[src/rtl/fetch_queue_pkg.sv]
// fetch_queue_pkg: shared constants, queue entry type and dequeue-request helper
package fetch_queue_pkg;
  localparam logic [31:0] NOP_INSTR = 32'h0;
  localparam logic [31:0] DEFAULT_RESET_PC = 32'h0000_0000;
  localparam int FETCH_WIDTH = 2;

  typedef struct packed {
    logic [31:0] instr;
    logic [31:0] pcplus4;
  } fq_entry_t;

  // decode may never take more than FETCH_WIDTH entries; 3 is folded to 2
  function automatic logic [1:0] deq_req(input logic [1:0] d);
    return d == 2'd3 ? 2'(FETCH_WIDTH) : d;
  endfunction
endpackage

[src/rtl/fetch_queue_if.sv]
// fetch_queue_if: imem fetch port plus decode-side slots and redirect
interface fetch_queue_if #(
  parameter int DEPTH = 8
);
  localparam int CW = $clog2(DEPTH) + 1;
  logic          redirect;
  logic [31:0]   redirect_pc;
  logic [31:0]   imem_addr;
  logic [31:0]   imem_rdata0;
  logic [31:0]   imem_rdata1;
  logic [1:0]    deq_count;
  logic [1:0]    out_valid;
  logic [31:0]   out_instr0;
  logic [31:0]   out_pcplus4_0;
  logic [31:0]   out_instr1;
  logic [31:0]   out_pcplus4_1;
  logic [CW-1:0] count;

  modport master (
    output redirect, redirect_pc, imem_rdata0, imem_rdata1, deq_count,
    input  imem_addr, out_valid, out_instr0, out_pcplus4_0, out_instr1, out_pcplus4_1, count
  );

  modport slave (
    input  redirect, redirect_pc, imem_rdata0, imem_rdata1, deq_count,
    output imem_addr, out_valid, out_instr0, out_pcplus4_0, out_instr1, out_pcplus4_1, count
  );
endinterface

[src/rtl/fetch_queue_mem.sv]
// fetch_queue_mem: DEPTH-entry storage, two write ports and two combinational read ports
module fetch_queue_mem
  import fetch_queue_pkg::*;
#(
  parameter int DEPTH = 8,
  parameter int AW = $clog2(DEPTH)
) (
  input  logic          clk,
  input  logic          we0,
  input  logic          we1,
  input  logic [AW-1:0] waddr0,
  input  logic [AW-1:0] waddr1,
  input  fq_entry_t     wdata0,
  input  fq_entry_t     wdata1,
  input  logic [AW-1:0] raddr0,
  input  logic [AW-1:0] raddr1,
  output fq_entry_t     rdata0,
  output fq_entry_t     rdata1
);
  fq_entry_t mem [DEPTH];

  always_ff @(posedge clk) begin
    if (we0) mem[waddr0] <= wdata0;
    if (we1) mem[waddr1] <= wdata1;
  end

  assign rdata0 = mem[raddr0];
  assign rdata1 = mem[raddr1];
endmodule

[src/rtl/fetch_queue.sv]
// fetch_queue: owns the fetch PC and a circular queue of {instr, pcplus4} pairs
// feeding up to two entries per cycle to decode; redirect flushes and refetches.
module fetch_queue
  import fetch_queue_pkg::*;
#(
  parameter int          DEPTH    = 8,
  parameter logic [31:0] RESET_PC = DEFAULT_RESET_PC
) (
  input logic          clk,
  input logic          reset,
  fetch_queue_if.slave bus
);
  localparam int AW = $clog2(DEPTH);
  localparam int CW = AW + 1;
  localparam logic [CW-1:0] FULL     = CW'(DEPTH);
  localparam logic [CW-1:0] ONE_LEFT = CW'(DEPTH - 1);

  logic [AW-1:0] head, tail;
  logic [CW-1:0] cnt;
  logic [31:0]   pc;
  logic [1:0]    enq, req, deq;
  logic          we0, we1, v0, v1;
  fq_entry_t     wdata0, wdata1, rdata0, rdata1;

  // enqueue sized on the pre-dequeue count so a write never overruns the head
  always_comb begin
    enq    = cnt == FULL ? 2'd0 : cnt == ONE_LEFT ? 2'd1 : 2'(FETCH_WIDTH);
    req    = deq_req(bus.deq_count);
    deq    = CW'(req) > cnt ? cnt[1:0] : req;
    we0    = !bus.redirect && enq != 2'd0;
    we1    = !bus.redirect && enq == 2'd2;
    wdata0 = {bus.imem_rdata0, pc + 32'd4};
    wdata1 = {bus.imem_rdata1, pc + 32'd8};
  end

  always_ff @(posedge clk or negedge reset) begin
    if (!reset) begin
      head <= '0;
      tail <= '0;
      cnt  <= '0;
      pc   <= RESET_PC & ~32'h3;
    end else if (bus.redirect) begin
      head <= '0;
      tail <= '0;
      cnt  <= '0;
      pc   <= bus.redirect_pc & ~32'h3;
    end else begin
      head <= head + AW'(deq);
      tail <= tail + AW'(enq);
      cnt  <= cnt + CW'(enq) - CW'(deq);
      pc   <= pc + 32'({enq, 2'b00});
    end
  end

  fetch_queue_mem #(.DEPTH(DEPTH), .AW(AW)) u_mem (
    .clk    (clk),
    .we0    (we0),
    .we1    (we1),
    .waddr0 (tail),
    .waddr1 (tail + AW'(1)),
    .wdata0 (wdata0),
    .wdata1 (wdata1),
    .raddr0 (head),
    .raddr1 (head + AW'(1)),
    .rdata0 (rdata0),
    .rdata1 (rdata1)
  );

  assign v0                = cnt != '0;
  assign v1                = cnt > CW'(1);
  assign bus.imem_addr     = pc;
  assign bus.count         = cnt;
  assign bus.out_valid     = {v1, v0};
  assign bus.out_instr0    = v0 ? rdata0.instr : NOP_INSTR;
  assign bus.out_pcplus4_0 = v0 ? rdata0.pcplus4 : 32'h0;
  assign bus.out_instr1    = v1 ? rdata1.instr : NOP_INSTR;
  assign bus.out_pcplus4_1 = v1 ? rdata1.pcplus4 : 32'h0;
endmodule

[src/flat_wrapper.sv]
// flat-port wrapper written by rule: the top's interface ports become plain ports
module fetch_queue_flat import fetch_queue_pkg::*;
#(
  parameter int          DEPTH    = 8,
  parameter logic [31:0] RESET_PC = DEFAULT_RESET_PC
)
  (clk, reset, bus_redirect, bus_redirect_pc, bus_imem_rdata0, bus_imem_rdata1, bus_deq_count, bus_imem_addr, bus_out_valid, bus_out_instr0, bus_out_pcplus4_0, bus_out_instr1, bus_out_pcplus4_1, bus_count);
  fetch_queue_if #(.DEPTH(DEPTH)) bus_i ();
  input logic clk;
  input logic reset;
  input wire logic [$bits(bus_i.redirect)-1:0] bus_redirect;
  input wire logic [$bits(bus_i.redirect_pc)-1:0] bus_redirect_pc;
  input wire logic [$bits(bus_i.imem_rdata0)-1:0] bus_imem_rdata0;
  input wire logic [$bits(bus_i.imem_rdata1)-1:0] bus_imem_rdata1;
  input wire logic [$bits(bus_i.deq_count)-1:0] bus_deq_count;
  output wire logic [$bits(bus_i.imem_addr)-1:0] bus_imem_addr;
  output wire logic [$bits(bus_i.out_valid)-1:0] bus_out_valid;
  output wire logic [$bits(bus_i.out_instr0)-1:0] bus_out_instr0;
  output wire logic [$bits(bus_i.out_pcplus4_0)-1:0] bus_out_pcplus4_0;
  output wire logic [$bits(bus_i.out_instr1)-1:0] bus_out_instr1;
  output wire logic [$bits(bus_i.out_pcplus4_1)-1:0] bus_out_pcplus4_1;
  output wire logic [$bits(bus_i.count)-1:0] bus_count;
  assign bus_i.redirect = bus_redirect;
  assign bus_i.redirect_pc = bus_redirect_pc;
  assign bus_i.imem_rdata0 = bus_imem_rdata0;
  assign bus_i.imem_rdata1 = bus_imem_rdata1;
  assign bus_i.deq_count = bus_deq_count;
  assign bus_imem_addr = bus_i.imem_addr;
  assign bus_out_valid = bus_i.out_valid;
  assign bus_out_instr0 = bus_i.out_instr0;
  assign bus_out_pcplus4_0 = bus_i.out_pcplus4_0;
  assign bus_out_instr1 = bus_i.out_instr1;
  assign bus_out_pcplus4_1 = bus_i.out_pcplus4_1;
  assign bus_count = bus_i.count;
  fetch_queue #(.DEPTH(DEPTH), .RESET_PC(RESET_PC)) u_core (.clk(clk), .reset(reset), .bus(bus_i));
endmodule
[config.mk]
export PLATFORM = sky130hd
export DESIGN_NAME = fetch_queue_flat
export DESIGN_NICKNAME = d
export VERILOG_FILES = /design/src/rtl/fetch_queue_pkg.sv /design/src/rtl/fetch_queue_if.sv /design/src/rtl/fetch_queue_mem.sv /design/src/rtl/fetch_queue.sv /design/src/flat_wrapper.sv
export SDC_FILE = /design/constraint.sdc
export NUM_CORES = 1
export LEC_CHECK = 0
export CORE_ASPECT_RATIO = 1.2
export CORE_MARGIN = 4
export CORE_UTILIZATION = 55
export CTS_BUF_LIST = sky130_fd_sc_hd__clkbuf_4
export CTS_CLUSTER_SIZE = 40
export DETAILED_ROUTE_END_ITERATION = 10
export PLACE_DENSITY = 0.76
export SETUP_SLACK_MARGIN = 0.3
export SLEW_MARGIN = 20
export SYNTH_ARGS = -nofsm -noshare
export SYNTH_HDL_FRONTEND = slang
export SYNTH_SLANG_ARGS = --single-unit
[constraint.sdc]
create_clock -name clk -period 8.15 [get_ports clk]
set_input_delay 1.63 -clock clk [delete_from_list [all_inputs] [get_ports clk]]
set_output_delay 1.63 -clock clk [all_outputs]
set_load 0.005 [all_outputs]
==> flow_summary.ini, run 1 <==
[clocking]
post-cts-setup-buffer-count = 0
postCtsHoldBufs = 0
cts.sinks = 536
ctsHtreeMaxLevel = 4
root_buffer = clkbuf_4
clockBufferDepth = 3
insertion_delay_ns = 0.91
cts-resized-gates = 0
path_clk_slew_ns = 0.07
cts_buffers = 138
tritoncts = built

[grt]
grt.overflow.total = 0
track_usage = 0.322
grt_max_degree = 74
grt_pass1_wl_um = 153000
first_global_vias = 26363
antenna_found_initial = 8

[logic_synthesis]
ys_warn_count = 0
seq_area_frac_synth = 0.487
netlist_instances = 2969
avgSynthCellArea_um2 = 11.0
synth_enable_flop_cells = 496
synth-seq-cells = 536
yosysUniqueCellTypes = 50
async_reset_ff_frac = 0.0746
synthesis.area_um2 = 32600
synth_top_flop_cell = edfxtp_1

[critical_path]
worstSetupEndpointType = output port
critPathBufInv = 3
reg2reg_setup_slack_ns = 4.39
slowest_stage = buf_4
path_max_fanout = 62
critPathKind = reg2out
worstPathArrival_ns = 4.81
cpMostUsedCell = buf_4
worst-endpoint-required_ns = 6.52
crit_chain = buf_4 -> buf_4 -> mux4_2 -> mux2i_1 -> nor2_1 -> clkdlybuf4s50_1
critPathMaxStageDelay_ns = 0.87
path_delay_family = buffers and inverters
crit_path_start_kind = flip-flop

[place]
dp_slack_ns = 2.58
port_buffers = 258
place_hpwl_um = 59100
place.gp.congestion = 0.838

[timing]
setup_viol = 0
slew_headroom = 0.198
period_share = 0.791
skew_ns = 0.0510
fin_ws_ns = 1.71
fin_crit_ns = 6.44
finalHoldViolations = 0
worst_pin_slew_ns = 1.20
rsz0062_at_grt = false
final.setup.tns_ns = 0
slew_violations = 0
fmax_mhz = 155

[power]
p_sw_mw = 5.02
p_leak_nw = 14.1
intPower_mw = 7.91
seq_power_share = 0.321
clkPwrFrac = 0.173
p_comb_frac = 0.505
swShare = 0.389
power_density_nw_per_um2 = 348
ir_worst_vdd_mv = 0.278

[routing]
drt_iter0_markers = 3172
post-route-drc-count = 0
via_per_inst = 6.34
antenna_left = 0
detail_route.wl_per_cell_um = 25.5
totalWireLength_um = 102000
dr.pass1.iters = 6
vias = 25413

[run_status]
status = finished, final reports clean

[die]
dieWidth_um = 230
num_rows = 97
core_um2 = 58600
die_h_um = 275
initial_core_util = 0.557
io_pins = 267
die_area_um2 = 63300

[finish]
final_util = 0.634
syn_to_final_growth_pct = 13.9
final_nets = 3241
drive_above_1_share = 0.175

[run]
cap_violations = 0

[worst_hold_path]
hp-class = reg2reg
==> kinds of logic (layout without fill, tap and decap cells) <==
| kind of cell | after synthesis | count (layout) | share of synthesized area |
|---|---|---|---|
| AO/OA/AOI/OAI | 185 | 185 | 0.0288 |
| XOR/XNOR | 201 | 201 | 0.0542 |
| adder cells (fa/ha/maj) | 23 | 23 | 0.00997 |
| buffers and inverters | 324 | 561 | 0.0455 |
| flip-flops | 536 | 536 | 0.487 |
| multiplexers | 385 | 385 | 0.213 |
| other | 1 | 14 | 0.000115 |
| AND/OR/NAND/NOR | 1314 | 1314 | 0.161 |
==> flip-flops by register name (all words and copies together), names as in the netlist <==
signal / count
u_core.head: 3
u_core.tail: 3
u_core.bus.count: 4
u_core.u_mem.mem: 496
u_core.bus.imem_addr: 30
==> final timing paths <==
path | startpoint | to | depth (start not counted)
hold reg to reg | u_core.bus.imem_addr[27]$_DFF_PN0_ | u_core.bus.imem_addr[27]$_DFF_PN0_ | 2
hold / removal | u_core.bus.imem_addr[27]$_DFF_PN0_ | u_core.bus.imem_addr[27]$_DFF_PN0_ | 2
setup / recovery | u_core.head[0]$_DFF_PN0_ | bus_out_instr0[16] | 6
min in group asynchronous | reset | u_core.bus.imem_addr[14]$_DFF_PN0_ | 1
max in group asynchronous | reset | u_core.head[2]$_DFF_PN0_ | 1
setup reg to reg | u_core.bus.imem_addr[9]$_DFF_PN0_ | u_core.u_mem.mem[3][26]$_DFFE_PP_ | 5
==> cell usage in the layout (no fill, tap or decap), types with 3 or more instances in the layout <==
master / instances
mux4_2: 248
mux2i_1: 135
conb_1: 6
nor2_4: 8
dfrtp_1: 37
nor2_1: 220
nor2b_1: 7
inv_2: 7
ha_1: 17
o21ai_1: 4
nor3_1: 17
and4_1: 4
clkdlybuf4s50_1: 256
edfxtp_1: 496
nand4_1: 16
dfrtp_4: 3
nand2b_1: 8
a21oi_1: 120
and3_1: 3
clkinv_2: 8
nor2_2: 9
o21ai_4: 6
nand2_2: 9
nor4_1: 11
nand3_1: 26
or3_1: 4
clkinv_1: 32
o21ai_0: 40
a21oi_2: 8
buf_4: 46
xnor2_1: 59
clkbuf_4: 186
inv_1: 18
diode_2: 8
fa_1: 5
nand2_1: 956
xor2_1: 139
==> power groups by stage <==
stage                     sequential (mW)  combinational [mW]  clock (mW)
after floorplan                      4.02                3.90           0
after global placement               4.13                6.37           0
after detailed placement             4.19                6.47           0
after CTS                            4.13                6.50        2.26
after global routing                 4.20                6.95        2.41
final                                4.15                6.54        2.24
==> routing by layer <==
| layer | GRT usage | up-vias | part of all wire |
|---|---|---|---|
| li1 | - | 10781 | - |
| met5 | 0 | - | 0 |
| met2 | 0.527 | 1936 | 0.48 |
| met1 | 0.403 | 12276 | 0.34 |
| met3 | 0.0615 | 420 | 0.12 |
| met4 | 0.191 | 0 | 0.059 |
==> cells in the mapped netlist, types with 2 or more instances <==
library cell / instances / share of area
nand2b_1: 8 / 0.0015
a21o_1: 2 / 0.00046
ha_1: 18 / 0.0069
nand2_1: 964 / 0.11
nor4_1: 11 / 0.0021
and2_1: 2 / 0.00038
o21ai_1: 4 / 0.00061
nor2b_1: 7 / 0.0013
nand4_1: 16 / 0.0031
and3_1: 4 / 0.00077
and4_1: 4 / 0.0011
mux2_2: 2 / 0.00069
edfxtp_1: 496 / 0.46
clkbuf_2: 33 / 0.0051
buf_2: 56 / 0.0086
buf_1: 34 / 0.0039
fa_1: 5 / 0.0031
xor2_1: 140 / 0.038
mux2i_1: 135 / 0.041
buf_4: 38 / 0.0087
nor2_1: 228 / 0.026
inv_1: 18 / 0.0021
clkbuf_1: 142 / 0.016
nand4_4: 2 / 0.0013
dfrtp_1: 40 / 0.031
xnor2_1: 60 / 0.016
nand3_1: 26 / 0.0040
buf_6: 2 / 0.00069
a21oi_1: 129 / 0.020
nor2_2: 9 / 0.0017
or4_1: 2 / 0.00046
or3_1: 4 / 0.00077
o21ai_0: 46 / 0.0071
nor3_1: 17 / 0.0026
or4_4: 2 / 0.00069
o31ai_1: 2 / 0.00046
mux4_2: 248 / 0.17
==> worst register-to-register path: cells and delay by family (launching register included) <==
family                    cells  cell delay, ns
DFF                           1            0.80
muxes                         1            0.37
xor gates and xnor gates      1            0.10
and+or+nand+nor               3            2.18
==> area by class of cell <==
cell class | count | area, um^2
multi-input combinational | 2114 | 15500
timing repair buffer | 308 | 3000
clock buffer | 186 | 1400
tap | 792 | 991
clock inverter | 48 | 243
antenna | 8 | 20.0
inverter | 19 | 71.3
fill | 4440 | 21500
sequential | 536 | 15900
==> per-stage QoR <==
| step | instance area (um^2) | std cells | hold WS, ns | total power [mW] |
|---|---|---|---|---|
| 2_1_floorplan | 32700 | 2974 | 0.612 | 7.91 |
| 3_3_place_gp | 35400 | 3767 | 0.730 | 10.5 |
| 3_5_place_dp | 35400 | 3767 | 0.725 | 10.7 |
| 4_1_cts | 37100 | 4001 | 0.748 | 12.9 |
| 5_1_grt | 37200 | 4010 | 0.814 | 13.6 |
| 6_report | 37200 | 4011 | 0.755 | 12.9 |
Power figures use the tool's default switching activity.
==> inputs of run 2 (changes only) <==
--- a/config.mk
+++ b/config.mk
@@ -11,7 +11,7 @@
 export CTS_BUF_LIST = sky130_fd_sc_hd__clkbuf_4
 export CTS_CLUSTER_SIZE = 40
 export DETAILED_ROUTE_END_ITERATION = 10
-export PLACE_DENSITY = 0.76
+export PLACE_DENSITY = 0.79
 export SETUP_SLACK_MARGIN = 0.3
 export SLEW_MARGIN = 20
 export SYNTH_ARGS = -nofsm -noshare
==> constraint.sdc (replaced) <==
create_clock -name clk -period 5.7 [get_ports clk]
set_input_delay 1.14 -clock clk [delete_from_list [all_inputs] [get_ports clk]]
set_output_delay 1.14 -clock clk [all_outputs]
set_load 0.005 [all_outputs]
==> flow_summary.ini, run 2 (same netlist as run 1, synthesis figures left out) <==
[run_status]
status = finished, final reports clean

[grt]
grt_pass1_wl_um = 153000
track_usage = 0.320
grt.overflow.total = 0
grt_max_degree = 126
antenna_found_initial = 6
first_global_vias = 26384

[routing]
top_layer_used = met5
dr.pass1.iters = 6
detail_route.wl_per_cell_um = 25.6
wl_met2_um = 50000
drt_iter0_markers = 3211
post-route-drc-count = 0
vias = 25875
antenna_left = 0
totalWireLength_um = 103000
via_per_inst = 6.44
wl_met1_um = 34100
wl_met3_um = 12600

[clocking]
tritoncts = built
root_buffer = clkbuf_4
cts_buffers = 137
postCtsHoldBufs = 0
ctsHtreeMaxLevel = 4
cts.sinks = 536
path_clk_slew_ns = 0.08
insertion_delay_ns = 0.91
clockBufferDepth = 3

[die]
core_um2 = 58600
dieWidth_um = 230
initial_core_util = 0.557
num_rows = 97
io_pins = 267
die_area_um2 = 63300
die_h_um = 275

[power]
ir_worst_vdd_mv = 0.653
total_power_mw = 18.8
p_leak_nw = 14.2
power_density_nw_per_um2 = 503

[timing]
finalHoldViolations = 0
slew_violations = 0
slew_headroom = 0.232
skew_ns = 0.0586
rsz0062_at_grt = false
final.setup.tns_ns = 0
period_share = 0.902
fmax_mhz = 194
fin_hold_ws_ns = 0.380
fin_crit_ns = 5.14
worst_pin_slew_ns = 1.15
setup_viol = 0

[finish]
syn_to_final_growth_pct = 14.5
final_cell_mix = nand2_1, edfxtp_1, clkdlybuf4s50_1, mux4_2, nor2_1
top_register = u_core.u_mem.mem
drive_above_1_share = 0.179
fillers = 4377
final_util = 0.638
largest_register_ffs = 496
layout_commonest_cell = nand2_1
final_area_um2 = 37400
final_nets = 3243

[place]
place_hpwl_um = 60800
place.gp.congestion = 0.860
dpl_cell_area_um2 = 35600
port_buffers = 258

[critical_path]
critPathKind = reg2out
crit_path_start_kind = flip-flop
worst-endpoint-required_ns = 4.56
path_max_fanout = 37
worstPathArrival_ns = 4.00
worstSetupEndpointType = output port

[run]
cap_violations = 0

[worst_hold_path]
hp-class = in2async
-- run 2: cell types whose count changed in the layout (fill, tap and decap cells not counted), sizes merged --
cell      delta
clkinvlp     +1
inv          -3
buf          +3
diode        -5
clkbuf       +6
bufinv       +2
clkinv       +2
-- run 2: routing by layer --
layer,track usage,vias up
met3,0.0677,458
met4,0.175,8
met1,0.390,12489
met5,0,-
li1,-,10786
met2,0.538,2134
-- run 2: metrics by stage --
| stage | worst slack, ns | std cells |
|---|---|---|
| 3_5_place_dp | 1.12 | 3771 |
| 5_1_grt | 0.406 | 4016 |
| 2_1_floorplan | -0.869 | 2974 |
| 6_report | 0.558 | 4017 |
| 3_3_place_gp | 1.17 | 3770 |
| 4_1_cts | 0.337 | 4013 |
-- run 2: cell type report --
cell class | count | area [um^2] | share of cell area
diodes | 3 | 7.51 | 0.000201
clock buffers | 192 | 1440 | 0.0386
clock inverters | 50 | 313 | 0.00837
inverters | 19 | 71.3 | 0.00191
multi-input cells | 2114 | 15500 | 0.416
flip-flops and latches | 536 | 15900 | 0.426
well taps | 792 | 991 | 0.0265
repair buffers | 311 | 3110 | 0.0832
-- run 2: report_power, final --
part	switching [mW]	internal, mW
Combinational	5.05	4.44
Clock	1.64	1.75
Sequential	0.581	5.33
Total	7.27	11.5
-- run 2: final timing paths --
| kind | from | endpoint | slack, ns | cells after the start |
|---|---|---|---|---|
| max | u_core.head[0]$_DFF_PN0_ | bus_out_pcplus4_0[5] | 0.56 | 6 |
| min | reset | u_core.bus.imem_addr[24]$_DFF_PN0_ | 0.38 | 1 |
| max reg2reg | u_core.bus.imem_addr[9]$_DFF_PN0_ | u_core.u_mem.mem[3][26]$_DFFE_PP_ | 1.92 | 5 |
| min reg2reg | u_core.tail[0]$_DFF_PN0_ | u_core.tail[0]$_DFF_PN0_ | 0.78 | 2 |
| max in group asynchronous | reset | u_core.head[1]$_DFF_PN0_ | 4.55 | 1 |
| min in group clk | bus_redirect | u_core.tail[1]$_DFF_PN0_ | 0.47 | 2 |
-- run 2: what timing repair did --
item / in CTS / in global routing
setup endpoints to repair: 10 / 26
gates resized for setup: 1 / 1
pin swaps: 0 / 1
buffers inserted: 0 / 1
cloned: 0 / 0
-- run 2: worst max-delay path: stages (launching register included) --
cell and delay, ns:
dfrtp_4 0.70, buf_6 0.44, buf_6 0.45, mux4_2 0.57, mux2i_1 0.32, nor2_1 0.07, clkdlybuf4s50_1 0.49
